[src/rtl/alu_pkg.sv]
// alu_pkg: ALU control codes, response FSM state type and the control-code legality check
package alu_pkg;
  localparam int ALU_CTRL_W = 4;
  localparam logic [ALU_CTRL_W-1:0] ALU_ADD  = 4'b0000;
  localparam logic [ALU_CTRL_W-1:0] ALU_SUB  = 4'b1000;
  localparam logic [ALU_CTRL_W-1:0] ALU_SLL  = 4'b0001;
  localparam logic [ALU_CTRL_W-1:0] ALU_SLT  = 4'b0010;
  localparam logic [ALU_CTRL_W-1:0] ALU_SLTU = 4'b0011;
  localparam logic [ALU_CTRL_W-1:0] ALU_XOR  = 4'b0100;
  localparam logic [ALU_CTRL_W-1:0] ALU_SRL  = 4'b0101;
  localparam logic [ALU_CTRL_W-1:0] ALU_SRA  = 4'b1101;
  localparam logic [ALU_CTRL_W-1:0] ALU_OR   = 4'b0110;
  localparam logic [ALU_CTRL_W-1:0] ALU_AND  = 4'b0111;
  localparam logic [ALU_CTRL_W-1:0] ALU_PASS = 4'b1111;
  typedef enum logic {EMPTY, FULL} rsp_state_e;
  function automatic logic is_legal_ctrl(input logic [ALU_CTRL_W-1:0] c);
    return c inside {ALU_ADD, ALU_SUB, ALU_SLL, ALU_SLT, ALU_SLTU, ALU_XOR,
                     ALU_SRL, ALU_SRA, ALU_OR, ALU_AND, ALU_PASS};
  endfunction
endpackage

[src/rtl/alu_share_arb_if.sv]
// alu_share_arb_if: two request ports, ALU drive/result and response port; slave = arbiter side, master = environment side
interface alu_share_arb_if #(parameter int TAG_W = 4, parameter int DATA_W = 32);
  import alu_pkg::*;
  logic                  req0_valid, req0_ready, req1_valid, req1_ready;
  logic [DATA_W-1:0]     req0_rs1, req0_op2, req1_rs1, req1_op2;
  logic [ALU_CTRL_W-1:0] req0_ctrl, req1_ctrl;
  logic [TAG_W-1:0]      req0_tag, req1_tag;
  logic [DATA_W-1:0]     alu_rs1, alu_op2, alu_data;
  logic [ALU_CTRL_W-1:0] alu_ctrl;
  logic                  rsp_valid, rsp_ready, rsp_id, rsp_err;
  logic [DATA_W-1:0]     rsp_data;
  logic [TAG_W-1:0]      rsp_tag;
  modport slave (
    input  req0_valid, req0_rs1, req0_op2, req0_ctrl, req0_tag,
    input  req1_valid, req1_rs1, req1_op2, req1_ctrl, req1_tag,
    input  alu_data, rsp_ready,
    output req0_ready, req1_ready, alu_rs1, alu_op2, alu_ctrl,
    output rsp_valid, rsp_data, rsp_id, rsp_tag, rsp_err
  );
  modport master (
    output req0_valid, req0_rs1, req0_op2, req0_ctrl, req0_tag,
    output req1_valid, req1_rs1, req1_op2, req1_ctrl, req1_tag,
    output alu_data, rsp_ready,
    input  req0_ready, req1_ready, alu_rs1, alu_op2, alu_ctrl,
    input  rsp_valid, rsp_data, rsp_id, rsp_tag, rsp_err
  );
endinterface

[src/rtl/alu_share_arb_rr_arb2.sv]
// rr_arb2: two-way round-robin grant; ports valid0/valid1/last_gnt in, gnt_valid/gnt_id out
module rr_arb2 (
  input  logic valid0,
  input  logic valid1,
  input  logic last_gnt,
  output logic gnt_valid,
  output logic gnt_id
);
  assign gnt_valid = valid0 | valid1;
  assign gnt_id = (valid0 & valid1) ? ~last_gnt : valid1;
endmodule

[src/rtl/alu_share_arb.sv]
// alu_share_arb: round-robin share of one ALU between two requesters with a one-entry response buffer; ports clk, rst, bus (slave)
module alu_share_arb
  import alu_pkg::*;
#(
  parameter int TAG_W  = 4,
  parameter int DATA_W = 32
) (
  input logic            clk,
  input logic            rst,
  alu_share_arb_if.slave bus
);
  rsp_state_e            state_q, state_d;
  logic                  last_gnt_q, last_gnt_d, rsp_id_q, rsp_id_d, rsp_err_q, rsp_err_d;
  logic [DATA_W-1:0]     rsp_data_q, rsp_data_d, sel_rs1, sel_op2;
  logic [TAG_W-1:0]      rsp_tag_q, rsp_tag_d, sel_tag;
  logic [ALU_CTRL_W-1:0] sel_ctrl;
  logic                  gnt_valid, gnt_id, can_accept, accept, legal;
  rr_arb2 u_arb (
    .valid0   (bus.req0_valid),
    .valid1   (bus.req1_valid),
    .last_gnt (last_gnt_q),
    .gnt_valid(gnt_valid),
    .gnt_id   (gnt_id)
  );
  always_comb begin
    sel_rs1    = gnt_id ? bus.req1_rs1 : bus.req0_rs1;
    sel_op2    = gnt_id ? bus.req1_op2 : bus.req0_op2;
    sel_ctrl   = gnt_id ? bus.req1_ctrl : bus.req0_ctrl;
    sel_tag    = gnt_id ? bus.req1_tag : bus.req0_tag;
    legal      = is_legal_ctrl(sel_ctrl);
    can_accept = (state_q == EMPTY) || bus.rsp_ready;
    accept     = gnt_valid && can_accept;
    state_d    = accept ? FULL : bus.rsp_ready ? EMPTY : state_q;
    last_gnt_d = accept ? gnt_id : last_gnt_q;
    rsp_data_d = accept ? (legal ? bus.alu_data : '0) : rsp_data_q;
    rsp_id_d   = accept ? gnt_id : rsp_id_q;
    rsp_tag_d  = accept ? sel_tag : rsp_tag_q;
    rsp_err_d  = accept ? !legal : rsp_err_q;
  end
  // illegal codes become "pass 0" so the ALU never sees an undefined control
  assign bus.alu_rs1    = gnt_valid ? sel_rs1 : '0;
  assign bus.alu_op2    = (gnt_valid && legal) ? sel_op2 : '0;
  assign bus.alu_ctrl   = !gnt_valid ? ALU_ADD : legal ? sel_ctrl : ALU_PASS;
  assign bus.req0_ready = accept && !gnt_id;
  assign bus.req1_ready = accept && gnt_id;
  assign bus.rsp_valid  = state_q == FULL;
  assign bus.rsp_data   = rsp_data_q;
  assign bus.rsp_id     = rsp_id_q;
  assign bus.rsp_tag    = rsp_tag_q;
  assign bus.rsp_err    = rsp_err_q;
  always_ff @(posedge clk or posedge rst) begin
    if (rst) begin
      state_q    <= EMPTY;
      last_gnt_q <= 1'b1;
      rsp_data_q <= '0;
      rsp_id_q   <= 1'b0;
      rsp_tag_q  <= '0;
      rsp_err_q  <= 1'b0;
    end else begin
      state_q    <= state_d;
      last_gnt_q <= last_gnt_d;
      rsp_data_q <= rsp_data_d;
      rsp_id_q   <= rsp_id_d;
      rsp_tag_q  <= rsp_tag_d;
      rsp_err_q  <= rsp_err_d;
    end
  end
endmodule

[src/flat_wrapper.sv]
// flat-port wrapper written by rule: the top's interface ports become plain ports
module alu_share_arb_flat import alu_pkg::*;
#(
  parameter int TAG_W  = 4,
  parameter int DATA_W = 32
)
  (clk, rst, bus_req0_valid, bus_req0_rs1, bus_req0_op2, bus_req0_ctrl, bus_req0_tag, bus_req1_valid, bus_req1_rs1, bus_req1_op2, bus_req1_ctrl, bus_req1_tag, bus_alu_data, bus_rsp_ready, bus_req0_ready, bus_req1_ready, bus_alu_rs1, bus_alu_op2, bus_alu_ctrl, bus_rsp_valid, bus_rsp_data, bus_rsp_id, bus_rsp_tag, bus_rsp_err);
  alu_share_arb_if #(.TAG_W(TAG_W), .DATA_W(DATA_W)) bus_i ();
  input logic clk;
  input logic rst;
  input wire logic [$bits(bus_i.req0_valid)-1:0] bus_req0_valid;
  input wire logic [$bits(bus_i.req0_rs1)-1:0] bus_req0_rs1;
  input wire logic [$bits(bus_i.req0_op2)-1:0] bus_req0_op2;
  input wire logic [$bits(bus_i.req0_ctrl)-1:0] bus_req0_ctrl;
  input wire logic [$bits(bus_i.req0_tag)-1:0] bus_req0_tag;
  input wire logic [$bits(bus_i.req1_valid)-1:0] bus_req1_valid;
  input wire logic [$bits(bus_i.req1_rs1)-1:0] bus_req1_rs1;
  input wire logic [$bits(bus_i.req1_op2)-1:0] bus_req1_op2;
  input wire logic [$bits(bus_i.req1_ctrl)-1:0] bus_req1_ctrl;
  input wire logic [$bits(bus_i.req1_tag)-1:0] bus_req1_tag;
  input wire logic [$bits(bus_i.alu_data)-1:0] bus_alu_data;
  input wire logic [$bits(bus_i.rsp_ready)-1:0] bus_rsp_ready;
  output wire logic [$bits(bus_i.req0_ready)-1:0] bus_req0_ready;
  output wire logic [$bits(bus_i.req1_ready)-1:0] bus_req1_ready;
  output wire logic [$bits(bus_i.alu_rs1)-1:0] bus_alu_rs1;
  output wire logic [$bits(bus_i.alu_op2)-1:0] bus_alu_op2;
  output wire logic [$bits(bus_i.alu_ctrl)-1:0] bus_alu_ctrl;
  output wire logic [$bits(bus_i.rsp_valid)-1:0] bus_rsp_valid;
  output wire logic [$bits(bus_i.rsp_data)-1:0] bus_rsp_data;
  output wire logic [$bits(bus_i.rsp_id)-1:0] bus_rsp_id;
  output wire logic [$bits(bus_i.rsp_tag)-1:0] bus_rsp_tag;
  output wire logic [$bits(bus_i.rsp_err)-1:0] bus_rsp_err;
  assign bus_i.req0_valid = bus_req0_valid;
  assign bus_i.req0_rs1 = bus_req0_rs1;
  assign bus_i.req0_op2 = bus_req0_op2;
  assign bus_i.req0_ctrl = bus_req0_ctrl;
  assign bus_i.req0_tag = bus_req0_tag;
  assign bus_i.req1_valid = bus_req1_valid;
  assign bus_i.req1_rs1 = bus_req1_rs1;
  assign bus_i.req1_op2 = bus_req1_op2;
  assign bus_i.req1_ctrl = bus_req1_ctrl;
  assign bus_i.req1_tag = bus_req1_tag;
  assign bus_i.alu_data = bus_alu_data;
  assign bus_i.rsp_ready = bus_rsp_ready;
  assign bus_req0_ready = bus_i.req0_ready;
  assign bus_req1_ready = bus_i.req1_ready;
  assign bus_alu_rs1 = bus_i.alu_rs1;
  assign bus_alu_op2 = bus_i.alu_op2;
  assign bus_alu_ctrl = bus_i.alu_ctrl;
  assign bus_rsp_valid = bus_i.rsp_valid;
  assign bus_rsp_data = bus_i.rsp_data;
  assign bus_rsp_id = bus_i.rsp_id;
  assign bus_rsp_tag = bus_i.rsp_tag;
  assign bus_rsp_err = bus_i.rsp_err;
  alu_share_arb #(.TAG_W(TAG_W), .DATA_W(DATA_W)) u_core (.clk(clk), .rst(rst), .bus(bus_i));
endmodule
[config.mk]
export PLATFORM = sky130hd
export DESIGN_NAME = alu_share_arb_flat
export DESIGN_NICKNAME = d
export VERILOG_FILES = /design/src/rtl/alu_pkg.sv /design/src/rtl/alu_share_arb_if.sv /design/src/rtl/alu_share_arb_rr_arb2.sv /design/src/rtl/alu_share_arb.sv /design/src/flat_wrapper.sv
export SDC_FILE = /design/constraint.sdc
export NUM_CORES = 1
export LEC_CHECK = 0
export BUFFER_PORTS_ARGS = -buffer_cell sky130_fd_sc_hd__buf_4
export CORE_AREA = 5 5 109 111
export CTS_CLUSTER_DIAMETER = 50
export CTS_CLUSTER_SIZE = 25
export DETAILED_ROUTE_END_ITERATION = 10
export DIE_AREA = 0 0 114 116
export MAX_ROUTING_LAYER = met4
export PLACE_DENSITY = 0.69
export SLEW_MARGIN = 20
export SYNTH_ARGS = -nofsm -noshare
export SYNTH_HDL_FRONTEND = slang
export SYNTH_SLANG_ARGS = --single-unit
[constraint.sdc]
create_clock -name clk -period 2.9 [get_ports clk]
set_clock_uncertainty 0.05 [all_clocks]
set_input_delay 0.58 -clock clk [delete_from_list [all_inputs] [get_ports clk]]
set_output_delay 0.58 -clock clk [all_outputs]
set_load 0.01 [all_outputs]
==> impl_metrics.toml, run 1 <==
[run_status]
status = "completed"

[clock_network]
cts.path.max_buffers = 2
cts_buffers = 5
cts-root-buf = "clkbuf_8"
ctsHoldBuffers = 0
tritoncts = "built"
htreeDepth = 2
clk_latency_ns = 0.29
cts_resized = 0
post_cts_buffers = 0
clkSinkCount = 40
clkTransAtPathRegs_ns = 0.09

[power]
clkPwrFrac = 0.216
total_power_mw = 2.212
power.internal_mw = 1.440
switching_power_uw = 772.3
p_sw_frac = 0.3491
comb_power_share = 0.475
leakagePower_nw = 3.030
power_density_nw_per_um2 = 377.8
p_seq_frac = 0.309
peakVddDrop_mv = 0.3149

[critical_path]
worst_path_most_repeated_cell = "buf_4"
setup.worst_path.start = "u_core.last_gnt_q"
start_kind = "register"
required_ns = 2.27
critPathBufInv = 3
cp-end-kind = "output port"
path_max_fanout = 19
critPathSlowestCell = "dfstp_2"
path_class = "register to output port"
r2r-start = "u_core.last_gnt_q"
cp_top_family = "buffers and inverters"
worstPathArrival_ns = 2.03
cp_cell_sequence = "a21bo_2, buf_4, buf_4, nand3_1, nand2_1, buf_4"
slowest_delay_ns = 0.58
reg2reg_slack_ns = 0.67

[synth]
syn_avg_cell_area_um2 = 8.038
netlist.area_leader.share = 0.2830
synthDistinctLibCells = 31
ys_warn_count = 0
seq_area_frac_synth = 0.2906
yosysTopAreaCell = "dfrtp_1"
synth_area_leaders = "dfrtp_1, o41ai_2, o211ai_1"
synthesis.area_um2 = 3448
postSynthCellCount = 429
synth-seq-cells = 40
synth_nets = 610

[timing]
fmax_mhz = 376.1
finalSetupViolations = 0
drv_slew = 0
grt_setup_unrepaired = "false"
maxSlewHeadroom = 0.5926
worst_pin_slew_ns = 0.6111
period_minus_slack_ns = 2.659
setup_tns_ns = 0
hold_violations = 0
period_share = 0.9169

[placement]
dpl-instance-area_um2 = 5741
gp_congestion = 0.9819
hpwlAfterDp_um = 12380
port_buffers = 289

[finish]
drive_gt1_frac = 0.5210
mostFrequentLayoutCells = "buf_4, nand2_1, o211ai_1, dfrtp_1, o21ai_0"
final_common_cell = "buf_4"
multi_input_area_um2 = 2062
final-seq-area_um2 = 1002
syn_to_final_growth_pct = 69.81
stdcell_area_um2 = 5856
nets = 871
diodes = 0
fill_cells = 1007

[floorplan]
die_h_um = 116
die_area_um2 = 13220
ios = 290
start_util = 0.3223
dieWidth_um = 114
num_rows = 38
core_um2 = 10700

[global_routing]
first_global_vias = 4347
grt_max_degree = 46
grt_first_pass_wirelength_um = 23850
grt.total_usage = 0.2302
overflow = 0
grt_antenna_before_repair = 0

[worst_hold_path]
hold_class = "input port to asynchronous set/reset pin"

[detailed_routing]
post_drt_via_cell_ratio = 5.241
vias = 4355
drc_errors = 0
wl_um = 15920
first_pass_iters = 4
drtIter0Drc = 413
ant_nets = 0
routedWlPerCell_um = 19.15

[flow_run]
drv_cap = 0
-- power by group through the flow --
stage	clock network (mW)	logic, mW	registers, mW
2_1_floorplan	0	0.456	0.723
3_3_place_gp	0	1.05	0.690
3_5_place_dp	0	1.06	0.692
4_1_cts	0.489	1.06	0.684
5_1_grt	0.527	1.14	0.694
6_report	0.478	1.05	0.684
-- worst paths after layout --
check / end / cells after the start
worst max-delay path: bus_alu_rs1[13] / 6
worst min-delay path: u_core.bus.rsp_data[31] / 3
worst max register to register: u_core.bus.rsp_data[1] / 5
worst min register to register: u_core.bus.rsp_id / 1
max in group asynchronous: u_core.last_gnt_q / 3
min in group clk: u_core.bus.rsp_id / 1
-- cell type report --
| class | instances | area share |
|---|---|---|
| Multi-Input combinational cell | 300 | 0.3521 |
| Tap cell | 140 | 0.02991 |
| Inverter | 33 | 0.02115 |
| Clock buffer | 5 | 0.01175 |
| Clock inverter | 3 | 0.007906 |
| Timing Repair Buffer | 310 | 0.4060 |
| Sequential cell | 40 | 0.1712 |
-- sequential cells by signal, summed over array words and instances, names as in the netlist --
signal / count
u_core.bus.rsp_valid: 1
u_core.bus.rsp_id: 1
u_core.bus.rsp_err: 1
u_core.bus.rsp_data: 32
u_core.last_gnt_q: 1
u_core.bus.rsp_tag: 4
-- Yosys cell counts --
master	n
nor3_4	2
dfrtp_1	39
inv_1	33
a21oi_1	33
o21ai_0	36
nor2b_1	1
o41ai_2	32
buf_4	8
buf_1	3
a21boi_2	1
a21bo_1	2
nor2_2	1
a221oi_1	3
o21ai_1	4
nor3_1	1
nor3_2	2
clkbuf_1	32
buf_6	5
nand3_1	32
mux2i_1	4
or2_1	3
buf_2	8
nor2_1	7
dfstp_2	1
o31a_1	1
nand2_1	66
nand2b_1	1
o211ai_1	64
a21o_1	2
a21bo_2	1
o21bai_1	1
-- worst min-delay path, cell delays in order --
cell   delay, ns
buf_4       0.11
inv_1       0.05
buf_4       0.44
-- layer usage --
metal | routed length, um | up-vias | part of all wire | global-route usage
met5 | 0 | - | 0 | -
met2 | 8182 | 193 | 0.51 | 0.3950
met4 | 337 | 0 | 0.021 | 0.05463
met3 | 1438 | 20 | 0.090 | 0.05431
met1 | 5956 | 2063 | 0.37 | 0.2741
li1 | - | 2079 | - | -
-- per-stage QoR --
step	worst slack [ns]	util	hold WS, ns	cells
2_1_floorplan	0.5807	-	0.4576	429
3_3_place_gp	0.4324	0.5366	0.4155	823
3_5_place_dp	0.3755	0.5366	0.4253	823
4_1_cts	0.2441	0.5474	0.3948	831
5_1_grt	0.08968	0.5474	0.4128	831
6_report	0.2410	0.5474	0.3780	831
-- cells by family (layout without fill, tap and decap cells) --
| kind of cell | count (synthesis) | after routing | synth area share |
|---|---|---|---|
| mux | 4 | 4 | 0.01161 |
| compound gates | 180 | 180 | 0.4249 |
| flops | 40 | 40 | 0.2906 |
| buf+inv | 89 | 351 | 0.1194 |
| simple gates | 116 | 116 | 0.1535 |
Power figures use the tool's default switching activity.
==> inputs of run 2 (changes only) <==
CORE_AREA = 5 5 110 112   (was 5 5 109 111)
DIE_AREA = 0 0 115 117   (was 0 0 114 116)
PLACE_DENSITY = 0.68   (was 0.69)
RECOVER_POWER = 50   (was unset)
==> impl_metrics.toml, run 2 (synthesis gave the netlist of run 1 again) <==
[clock_network]
clkSinkCount = 40
htreeDepth = 2
clk_latency_ns = 0.28
cts.path.max_buffers = 2
cts_resized = 0
post_cts_buffers = 0
cts_buffers = 5
cts-root-buf = "clkbuf_16"
tritoncts = "built"
clkTransAtPathRegs_ns = 0.06
ctsHoldBuffers = 0

[global_routing]
overflow = 0
grt_antenna_before_repair = 1
grt_first_pass_wirelength_um = 22880
grt_max_degree = 70
grt.total_usage = 0.2153
first_global_vias = 4439

[timing]
grt_setup_unrepaired = "false"
maxSlewHeadroom = 0.3314
drv_slew = 0
period_share = 0.9485
hold_violations = 0
period_minus_slack_ns = 2.751
setup_tns_ns = 0
finalSetupViolations = 0
fmax_mhz = 363.6
worst_pin_slew_ns = 1.003

[finish]
final_common_cell = "buf_4"
drive_gt1_frac = 0.4507
final_cells = 834
largest_register_ffs = 32
nets = 870
stdcell_area_um2 = 5675
mostFrequentLayoutCells = "buf_4, nand2_1, o211ai_1, o21ai_0, clkbuf_1"
fill_cells = 1100
syn_to_final_growth_pct = 64.59

[power]
peakVddDrop_mv = 0.3963
power_density_nw_per_um2 = 403.3
leakagePower_nw = 2.853

[detailed_routing]
routedWlPerCell_um = 18.26
ant_nets = 0
drc_errors = 0
vias = 4341
first_pass_iters = 4
wl_um = 15230
drtIter0Drc = 486
post_drt_via_cell_ratio = 5.205

[floorplan]
start_util = 0.3099
die_h_um = 117
die_area_um2 = 13460
dieWidth_um = 115
num_rows = 39
ios = 290
core_um2 = 11130

[placement]
dpl-instance-area_um2 = 5712
hpwlAfterDp_um = 11680
gp_congestion = 0.9176
dpl.cell_count = 825
port_buffers = 289

[critical_path]
reg2reg_depth = 4
worstPathArrival_ns = 2.12
r2r-end = "u_core.bus.rsp_tag[3]"
r2r-start = "u_core.bus.rsp_valid"
setup.worst_path.start = "u_core.last_gnt_q"
reg2reg_slack_ns = 0.59
path_max_fanout = 26
endpoint = "bus_alu_ctrl[1]"
start_kind = "register"
cp-end-kind = "output port"
required_ns = 2.27
path_class = "register to output port"

[run_status]
status = "completed"

[worst_hold_path]
hold_class = "register to register"

[flow_run]
drv_cap = 0
[run 2: cell count changes in the layout (fill, tap and decap cells not counted), moves of 2 or more]
cell,change
o21ai_1,-4
clkbuf_2,+2
clkbuf_1,+40
o21ai_0,+4
buf_12,-2
clkbuf_16,+5
buf_4,-42
clkbuf_8,-5
o41ai_1,+7
o41ai_2,-7
[run 2: worst max-delay path, cell delays in order (launching register included)]
cell and delay (ns):
dfstp_2 0.56, a21bo_2 0.39, buf_12 0.22, nor2_1 0.06, a221oi_1 0.40, buf_4 0.20
[run 2: per-stage QoR]
stage	setup slack (ns)	util	hold slack, ns	power (mW)
2_1_floorplan	0.5807	-	0.4576	1.179
3_3_place_gp	0.3711	0.5134	0.4143	1.724
3_5_place_dp	0.2881	0.5134	0.4213	1.743
4_1_cts	0.2018	0.5288	0.3975	2.395
5_1_grt	0.03927	0.5101	0.4637	2.427
6_report	0.1494	0.5101	0.4307	2.289
[run 2: how the worst min path moves through the flow]
stage                     depth (start not counted)         startpoint  slack (ns)                      end
after floorplan                                   1  u_core.last_gnt_q        0.46        u_core.last_gnt_q
after CTS                                         3                rst        0.40  u_core.bus.rsp_data[12]
final                                             1  u_core.bus.rsp_id        0.43        u_core.bus.rsp_id
after global routing                              1  u_core.bus.rsp_id        0.46        u_core.bus.rsp_id
after detailed placement                          1  u_core.bus.rsp_id        0.42        u_core.bus.rsp_id
after global placement                            1  u_core.bus.rsp_id        0.41        u_core.bus.rsp_id
[run 2: layout make-up]
class / count / area [um^2] / share of cell area
diodes: 1 / 2.502 / 0.0004409
repair buffers: 309 / 2190 / 0.3858
clock buffers: 5 / 125.1 / 0.02205
clock inverters: 3 / 46.29 / 0.008157
multi-input cells: 300 / 2007 / 0.3536
inverters: 33 / 123.9 / 0.02183
flip-flops and latches: 40 / 1002 / 0.1766
well taps: 143 / 178.9 / 0.03153
[run 2: per-layer routing]
metal  routed length [um]  part of all wire  global-route usage
met5                    0                 0                   -
met4                  382             0.025             0.05399
met3                 1342             0.088             0.04267
met2                 7272              0.48              0.3472
met1                 6230              0.41              0.2789
[run 2: where the power goes]
group          internal, mW  switching (mW)  total [mW]
combinational         0.467           0.496       0.963
sequential            0.639          0.0431       0.682
clock                 0.409           0.235       0.644
total                  1.51           0.774        2.29
==> inputs of run 3 (changes only) <==
BUFFER_PORTS_ARGS = unset   (was -buffer_cell sky130_fd_sc_hd__buf_4)
DONT_BUFFER_PORTS = 1   (was unset)
PLACE_DENSITY = unset   (was 0.68)
==> impl_metrics.toml, run 3 (synthesis gave the netlist of run 1 again) <==
[run_status]
status = "finished with violations"
violations = "max-capacitance violations, max-slew violations"

[finish]
syn_to_final_growth_pct = 7.474
multi_input_area_um2 = 1987
fill_cells = 1186
largest_register_ffs = 32
diodes = 0
final_cells = 551
drive_gt1_frac = 0.1593
final_common_cell = "nand2_1"
final-seq-area_um2 = 1002
nets = 588
stdcell_area_um2 = 3706
mostFrequentLayoutCells = "nand2_1, o211ai_1, dfrtp_1, o21ai_0"

[critical_path]
slowest_delay_ns = 0.57
path_class = "register to output port"
start_kind = "register"
critPathSlowestCell = "dfstp_2"
path_max_fanout = 56
reg2reg_slack_ns = 0.45
reg2reg_depth = 5
r2r-start = "u_core.bus.rsp_valid"
r2r-end = "u_core.bus.rsp_data[12]"
cp-end-kind = "output port"
required_ns = 2.27
worstPathArrival_ns = 1.85
cp_cell_sequence = "a21bo_2, buf_12, nor2_1, a221oi_1, buf_4"

[detailed_routing]
ant_nets = 0
vias = 3379
post_drt_via_cell_ratio = 6.132
wl_um = 12690
routedWlPerCell_um = 23.03
first_pass_iters = 6
drc_errors = 0
drtIter0Drc = 335

[worst_hold_path]
hold_end = "u_core.bus.rsp_data[1]"
hold_start = "bus_alu_data[1]"
min_path_cells = 2
hold_class = "input port to register"

[timing]
worst_pin_slew_ns = 2.147
setup_tns_ns = 0
grt_setup_unrepaired = "false"
worst_slack_ns = 0.4181
hold_violations = 0
period_minus_slack_ns = 2.482
maxSlewHeadroom = -0.4310
fmax_mhz = 402.9
drv_slew = 41
finalSetupViolations = 0
period_share = 0.8558

[floorplan]
ios = 290
core_um2 = 11130
die_area_um2 = 13460
start_util = 0.3099
die_h_um = 117
dieWidth_um = 115
num_rows = 39

[power]
leakagePower_nw = 1.616
total_power_mw = 1.837
power_density_nw_per_um2 = 495.7
peakVddDrop_mv = 0.3306

[global_routing]
grt_max_degree = 57
first_global_vias = 3103
overflow = 0
grt.total_usage = 0.1698
grt_antenna_before_repair = 0
grt_first_pass_wirelength_um = 17600

[clock_network]
clkTransAtPathRegs_ns = 0.06
clkSinkCount = 40
ctsHoldBuffers = 0
cts-root-buf = "clkbuf_16"
htreeDepth = 2
cts_resized = 0
post_cts_buffers = 0
cts.path.max_buffers = 2
clk_latency_ns = 0.28
tritoncts = "built"
cts_buffers = 5

[flow_run]
drv_cap = 1

[placement]
dpl.cell_count = 543
dpl-instance-area_um2 = 3645
port_buffers = 0
hpwlAfterDp_um = 9727
pre_cts_slack_ns = 0.5547
gp_congestion = 0.8899
==> run 3: cell types whose count changed in the layout (fill, tap and decap cells not counted), moves of 2 or more <==
cell,before,now
clkbuf_1,40,2
buf_4,264,17
buf_12,2,6
clkinv_2,0,2
o41ai_1,7,10
o21ai_0,40,38
o41ai_2,25,22
o21ai_1,0,2
==> run 3: cell type report <==
type,count,share of cell area
clock inverters,2,0.002701
well taps,143,0.04828
inverters,33,0.03342
clock buffers,6,0.03747
multi-input cells,300,0.5361
flip-flops and latches,40,0.2704
repair buffers,27,0.07157
==> run 3: worst max-delay path by stage <==
stage,slack [ns],start,endpoint,depth (start not counted)
floorplan,0.58,bus_req0_valid,bus_alu_ctrl[0],6
global placement,0.59,bus_req0_ctrl[3],bus_alu_ctrl[1],4
detailed placement,0.55,bus_req0_ctrl[0],bus_alu_op2[5],5
CTS,0.41,u_core.last_gnt_q,bus_alu_ctrl[2],5
global route,0.24,rst,u_core.bus.rsp_tag[2],2
finish,0.42,u_core.last_gnt_q,bus_alu_ctrl[0],5
==> run 3: where the power goes <==
group          total [mW]  switching (mW)  internal, mW
Clock               0.552           0.213         0.339
Sequential          0.741           0.101         0.640
Combinational       0.544           0.349         0.196
Total                1.84           0.663          1.17
==> run 3: critical path, delay by kind of cell (launching register included) <==
family	cells	cell delay, ns
AOI/OAI and AO/OA	2	0.49
buffers and inverters	2	0.43
DFF	1	0.57
and+or+nand+nor	1	0.07
==> run 3: layer usage <==
| metal | global-route usage | vias up | share of wire |
|---|---|---|---|
| met2 | 0.2789 | 235 | 0.49 |
| met4 | 0.04851 | 0 | 0.020 |
| li1 | - | 1518 | - |
| met1 | 0.2144 | 1606 | 0.39 |
| met3 | 0.03188 | 20 | 0.095 |
| met5 | - | - | 0 |
==> run 3: stage by stage <==
step	hold slack, ns	utilization
finish	0.3942	0.3331
detailed placement	0.4851	0.3276
global route	0.3848	0.3331
CTS	0.2818	0.3410
global placement	0.4803	0.3276
floorplan	0.4576	-
